==> src/rtl/key_conditioner.sv <==
`default_nettype none
// ============================================================================
// Module      : key_conditioner
// Description : Synchronise and debounce active-low push-buttons into clean
//               levels, press/release pulses and a one-hot key code.
//               Optional macro KEY_CONDITIONER_LOCKOUT_EN enables first-key lockout.
// Revision    : 1.0 - initial release
// ============================================================================
module key_conditioner #(
    parameter int NUM_KEYS        = 4,
    parameter int DEBOUNCE_CYCLES = 500000
) (
    input  logic                        clock,
    input  logic                        n_reset,
    input  logic [NUM_KEYS-1:0]         n_key,
    output logic [NUM_KEYS-1:0]         keyLevel,
    output logic [NUM_KEYS-1:0]         keyPress,
    output logic [NUM_KEYS-1:0]         keyRelease,
    output logic                        anyKey,
    output logic                        keyValid,
    output logic [$clog2(NUM_KEYS)-1:0] keyCode
);

    localparam int c_cnt_w  = $clog2(DEBOUNCE_CYCLES + 1);
    localparam int c_code_w = $clog2(NUM_KEYS);
    localparam logic [c_cnt_w-1:0] c_cnt_last = c_cnt_w'(DEBOUNCE_CYCLES - 1);
    localparam logic [c_cnt_w-1:0] c_cnt_one  = c_cnt_w'(1);

    typedef enum logic [1:0] {
        S_RELEASED     = 2'd0,
        S_PRESS_PEND   = 2'd1,
        S_PRESSED      = 2'd2,
        S_RELEASE_PEND = 2'd3
    } key_state_t;

    logic [NUM_KEYS-1:0] r_sync1, r_sync2;
    logic [NUM_KEYS-1:0] w_press_evt, w_rel_evt;
    logic [NUM_KEYS-1:0] w_press_nxt, w_rel_nxt, w_level_nxt;
    logic [NUM_KEYS-1:0] r_key_level, r_key_press, r_key_release;
    logic                r_any, r_valid, w_valid_nxt;
    logic [c_code_w-1:0] r_code, w_code_nxt, w_code_raw;
    logic [c_code_w:0]   w_ones;

    // Buttons are inverted here so that 1 means held from the synchroniser on
    always_ff @(posedge clock or negedge n_reset) begin
        if (!n_reset) begin
            r_sync1 <= '0;
            r_sync2 <= '0;
        end else begin
            r_sync1 <= ~n_key;
            r_sync2 <= r_sync1;
        end
    end

    for (genvar gi = 0; gi < NUM_KEYS; gi++) begin : g_key
        key_state_t         r_state, w_state_nxt;
        logic [c_cnt_w-1:0] r_cnt, w_cnt_nxt;
        logic               w_press, w_rel;

        always_ff @(posedge clock or negedge n_reset) begin
            if (!n_reset) begin
                r_state <= S_RELEASED;
                r_cnt   <= '0;
            end else begin
                r_state <= w_state_nxt;
                r_cnt   <= w_cnt_nxt;
            end
        end

        always_comb begin
            w_state_nxt = r_state;
            w_cnt_nxt   = r_cnt;
            w_press     = 1'b0;
            w_rel       = 1'b0;
            case (r_state)
                S_RELEASED: begin
                    if (r_sync2[gi]) begin
                        if (DEBOUNCE_CYCLES == 1) begin
                            w_state_nxt = S_PRESSED;
                            w_press     = 1'b1;
                        end else begin
                            w_state_nxt = S_PRESS_PEND;
                            w_cnt_nxt   = c_cnt_one;
                        end
                    end
                end
                S_PRESS_PEND: begin
                    if (!r_sync2[gi]) begin
                        w_state_nxt = S_RELEASED;
                        w_cnt_nxt   = '0;
                    end else if (r_cnt == c_cnt_last) begin
                        w_state_nxt = S_PRESSED;
                        w_press     = 1'b1;
                        w_cnt_nxt   = '0;
                    end else begin
                        w_cnt_nxt   = r_cnt + c_cnt_one;
                    end
                end
                S_PRESSED: begin
                    if (!r_sync2[gi]) begin
                        if (DEBOUNCE_CYCLES == 1) begin
                            w_state_nxt = S_RELEASED;
                            w_rel       = 1'b1;
                        end else begin
                            w_state_nxt = S_RELEASE_PEND;
                            w_cnt_nxt   = c_cnt_one;
                        end
                    end
                end
                default: begin
                    if (r_sync2[gi]) begin
                        w_state_nxt = S_PRESSED;
                        w_cnt_nxt   = '0;
                    end else if (r_cnt == c_cnt_last) begin
                        w_state_nxt = S_RELEASED;
                        w_rel       = 1'b1;
                        w_cnt_nxt   = '0;
                    end else begin
                        w_cnt_nxt   = r_cnt + c_cnt_one;
                    end
                end
            endcase
        end

        assign w_press_evt[gi] = w_press;
        assign w_rel_evt[gi]   = w_rel;
    end

`ifdef KEY_CONDITIONER_LOCKOUT_EN
    logic [NUM_KEYS-1:0] r_mask, w_mask_nxt;
    logic                w_blocked;

    // Ascending scan grants the lowest committing index when nothing is held
    always_comb begin
        w_press_nxt = '0;
        w_rel_nxt   = '0;
        w_mask_nxt  = r_mask;
        w_blocked   = |r_key_level;
        for (int i = 0; i < NUM_KEYS; i++) begin
            if (w_press_evt[i]) begin
                if (w_blocked) begin
                    w_mask_nxt[i] = 1'b1;
                end else begin
                    w_press_nxt[i] = 1'b1;
                    w_blocked      = 1'b1;
                end
            end
            if (w_rel_evt[i]) begin
                if (r_mask[i]) w_mask_nxt[i] = 1'b0;
                else           w_rel_nxt[i]  = 1'b1;
            end
        end
    end

    always_ff @(posedge clock or negedge n_reset) begin
        if (!n_reset) r_mask <= '0;
        else          r_mask <= w_mask_nxt;
    end
`else
    assign w_press_nxt = w_press_evt;
    assign w_rel_nxt   = w_rel_evt;
`endif

    assign w_level_nxt = (r_key_level | w_press_nxt) & ~w_rel_nxt;

    always_comb begin
        w_ones     = '0;
        w_code_raw = '0;
        for (int i = 0; i < NUM_KEYS; i++) begin
            if (w_level_nxt[i]) begin
                w_ones     = w_ones + (c_code_w + 1)'(1);
                w_code_raw = c_code_w'(i);
            end
        end
        w_valid_nxt = (w_ones == (c_code_w + 1)'(1));
        w_code_nxt  = w_valid_nxt ? w_code_raw : '0;
    end

    always_ff @(posedge clock or negedge n_reset) begin
        if (!n_reset) begin
            r_key_level   <= '0;
            r_key_press   <= '0;
            r_key_release <= '0;
            r_any         <= 1'b0;
            r_valid       <= 1'b0;
            r_code        <= '0;
        end else begin
            r_key_level   <= w_level_nxt;
            r_key_press   <= w_press_nxt;
            r_key_release <= w_rel_nxt;
            r_any         <= |w_level_nxt;
            r_valid       <= w_valid_nxt;
            r_code        <= w_code_nxt;
        end
    end

    assign keyLevel   = r_key_level;
    assign keyPress   = r_key_press;
    assign keyRelease = r_key_release;
    assign anyKey     = r_any;
    assign keyValid   = r_valid;
    assign keyCode    = r_code;

endmodule
`default_nettype wire

==> config.mk <==
export PLATFORM = sky130hd
export DESIGN_NAME = key_conditioner
export DESIGN_NICKNAME = d
export VERILOG_FILES = /design/src/rtl/key_conditioner.sv
export SDC_FILE = /design/constraint.sdc
export NUM_CORES = 1
export LEC_CHECK = 0
export BUFFER_PORTS_ARGS = -buffer_cell sky130_fd_sc_hd__buf_2
export CORE_MARGIN = 3
export CORE_UTILIZATION = 40
export CTS_CLUSTER_DIAMETER = 40
export DETAILED_ROUTE_END_ITERATION = 10
export HOLD_SLACK_MARGIN = 0.1
export MAX_ROUTING_LAYER = met4
export PLACE_DENSITY = 0.65
export SYNTH_ARGS = -nofsm -noshare
export SYNTH_HDL_FRONTEND = slang
export SYNTH_SLANG_ARGS = --single-unit
export TNS_END_PERCENT = 50
==> constraint.sdc <==
create_clock -name clock -period 6.2 [get_ports clock]
set_input_delay 0.62 -clock clock [delete_from_list [all_inputs] [get_ports clock]]
set_output_delay 0.62 -clock clock [all_outputs]
set_load 0.01 [all_outputs]
==> key figures <==
Run status
  • Status: complete, no violations

Floorplanning
  • Width of the die: 127 um
  • Rows: 43
  • Core area: 14000 um2
  • Die footprint: about 16000 um2
  • Num ports: 22
  • Die height: approximately 130 um
  • Starting Density: 0.414

Synth
  • Synth warn: 0
  • Syn Nets: about 640
  • Most common cell in the synthesized netlist: dfrtp_1
  • Cells after Synth: about 610
  • EDFF count, synth: 0
  • Netlist area before placement: between 5000 and 6000 um2
  • Area leader, netlist: dfrtp_1
  • Avg Inst Size Synth: 9.56 um2
  • Synth cell count leaders: dfrtp_1, nor2_1, nand2_1
  • Post-synth ARST share: 1.00
  • Top post-synthesis cells by area: dfrtp_1, ha_1, nor2_1
  • Post-synthesis sequential area ratio: 0.465
  • Share of the synthesized area in the top cell type: 0.465
  • Netlist cell types: 56
  • Yosys reg bits: about 110
  • Post-synth top flop: dfrtp_1

Worst setup path
  • Setup CP Type: flop to flop
  • Signal arrival time at the worst endpoint: 4.19 ns
  • Startpoint types: flop
  • Reg2Reg Setup Slack: about 2.2 ns
  • Crit. End Element: flop
  • Critical Path Fanout Max: 7
  • CP required: about 6.4 ns

GRT
  • Overall Global Routing Usage: 0.158
  • Vias in the first global route: between 4000 and 5000
  • Initial antenna violation count: 0
  • Largest net degree at the start of global routing: 56
  • GRT overflow: 0
  • First-pass GRT wire length: approximately 20000 um

Layout
  • # fillers: 1335
  • Layout cell share with drive strength beyond 1: 0.0885
  • Synth-to-layout area growth: 10.1%
  • Layout Nets: 663
  • Antenna cells: 0

Routing
  • DRT antenna net count: 0
  • Via Count: 4412
  • Post-route DRC: 0
  • Via/cell ratio: ~5.4
  • Final wirelength: roughly 12000 um
  • DRT iter0 DRCs: roughly 340
  • Wire per inst: approximately 14 um
  • Drt first pass iters: 4

Pwr
  • Power Dens Cells: ~320 nW/um2
  • Peak VDD IR: 0.000152 V
  • Pleak: 2.78 nW

STA
  • RSZ-0062 raised after global routing: no
  • Period minus WS final: 3.98 ns
  • Setup_tns: 0 ns
  • Max-slew violations: 0
  • Slew at the pin with the worst max-slew slack: around 1.2 ns
  • Final setup margin: between 2 and 2.5 ns
  • Fin. Hold Viols: 0
  • Clock Skew: approximately 0.011 ns
  • Worst slew margin: 0.224
  • Max Clk Rate: 251 MHz
  • Tcrit/Tclk final: 0.642
  • Final setup violation count: 0

CTS
  • CTS root buf: clkbuf_16
  • Reg clk slew, reported paths: around 0.070 ns
  • H-tree Lvls: 3
  • Clock Path Buffers: 2
  • Post-CTS sizing: 0
  • CTS Hold Bufs: 0
  • CTS Buf Count: 9
  • Clk_lat worst skew: ~0.35 ns
  • Post-CTS setup buffer count: 0
  • CTS tree: built
  • Clock Sinks: approximately 110

Placed design
  • Global placer's final weighted congestion: ~0.9
  • Post-DP HPWL: ~8400 um
  • I/O Buffers: 21
  • Pre-CTS WS: 2.22 ns

Worst hold path
  • Hold Crit Class: input pin to asynchronous set/reset pin

Flow run
  • Max Cap Violations: 0
[flip-flops by register name (all words and copies together) (netlist names), named ones only]
signal and cells:
keyCode 2, r_sync2 4, g_key.r_state 4, keyValid 1, keyRelease 4, keyLevel 4
anyKey 1, r_sync1 4, g_key.r_cnt 76, keyPress 4
[cell type report]
class,instances,area [um2],share of cell area
Multi-Input combinational cell,458,2940,0.460
Sequential cell,108,2700,0.422
Clock buffer,12,256,0.0401
Tap cell,180,225,0.0352
Timing Repair Buffer,22,115,0.0180
Inverter,30,113,0.0176
Clock inverter,3,46.3,0.00723
[per-stage QoR]
step | std cells | utilization | total power, mW | hold WS (ns) | cell area (um2)
after CTS | 813 | 0.456 | 2.05 | 0.328 | 6400
after global placement | 798 | 0.434 | 1.42 | 0.333 | 6100
after floorplan | 608 | - | 1.30 | 0.324 | 5810
after global routing | 813 | 0.456 | 2.17 | 0.355 | 6400
after detailed placement | 798 | 0.434 | 1.45 | 0.335 | 6100
final | 813 | 0.456 | 2.02 | 0.303 | 6400
[final timing paths]
| kind | startpoint | end | cells past startpoint |
|---|---|---|---|
| worst max-delay path | g_key[1].r_cnt[11] | keyCode[0] | 11 |
| worst min-delay path | n_reset | g_key[2].r_cnt[3] | 1 |
| worst max register to register | g_key[1].r_cnt[11] | keyCode[0] | 11 |
| worst min register to register | r_sync1[0] | r_sync2[0] | 0 |
| max in group asynchronous | n_reset | g_key[3].r_cnt[16] | 2 |
| min in group clock | r_sync1[0] | r_sync2[0] | 0 |
[worst max-delay path, stage by stage (launching register included)]
cell and delay, ns:
dfrtp_1 0.42, or4_1 0.52, or4_1 0.56, or2_2 0.35, o32a_1 0.35, inv_1 0.10, ha_1 0.30, xor2_1 0.20
ha_1 0.33, and4b_1 0.21, o31ai_1 0.37, a31oi_1 0.15
[routing by layer]
| metal | global-route usage | vias to the layer above | wire length [um] |
|---|---|---|---|
| met5 | - | - | 0 |
| met4 | 0.0486 | 0 | 181 |
| met3 | 0.0387 | 13 | 384 |
| met2 | 0.260 | 50 | 5680 |
| met1 | 0.194 | 2159 | 5370 |
| li1 | - | 2190 | - |
[layout by cell type, fill, tap and decap left out, drive strengths merged, types with 3 or more instances in the layout]
cell type	count
nor3b	4
buf	22
and3	6
xor2	25
nor2b	11
mux2	3
dfrtp	108
nand2	58
or4	7
nor3	11
nand4	13
a221oi	3
or3	6
xnor2	19
clkbuf	12
o41ai	4
and4	10
a21oi	20
inv	30
or2	4
nand3	37
o31ai	20
ha	28
nor2	69
nand2b	8
or4b	3
nor4b	4
o21ai	48
mux2i	7
a31o	3
[power breakdown]
group / internal, mW / leakage, nW / switching [mW]
clock network: 0.334 / 0.145 / 0.248
registers: 0.763 / 1.47 / 0.0738
logic: 0.209 / 1.17 / 0.389
total: 1.31 / 2.78 / 0.711
[cells by family (layout without fill, tap and decap cells)]
kind of cell / Yosys count / count (layout) / synth area share
AOI/OAI and AO/OA: 117 / 117 / 0.131
xor gates and xnor gates: 44 / 44 / 0.0663
adders and majority gates: 28 / 28 / 0.0603
buffers and inverters: 42 / 67 / 0.0291
DFF: 108 / 108 / 0.465
muxes: 10 / 10 / 0.0179
and+or+nand+nor: 259 / 259 / 0.230
Note: power is estimated with default switching activity, not from simulation.
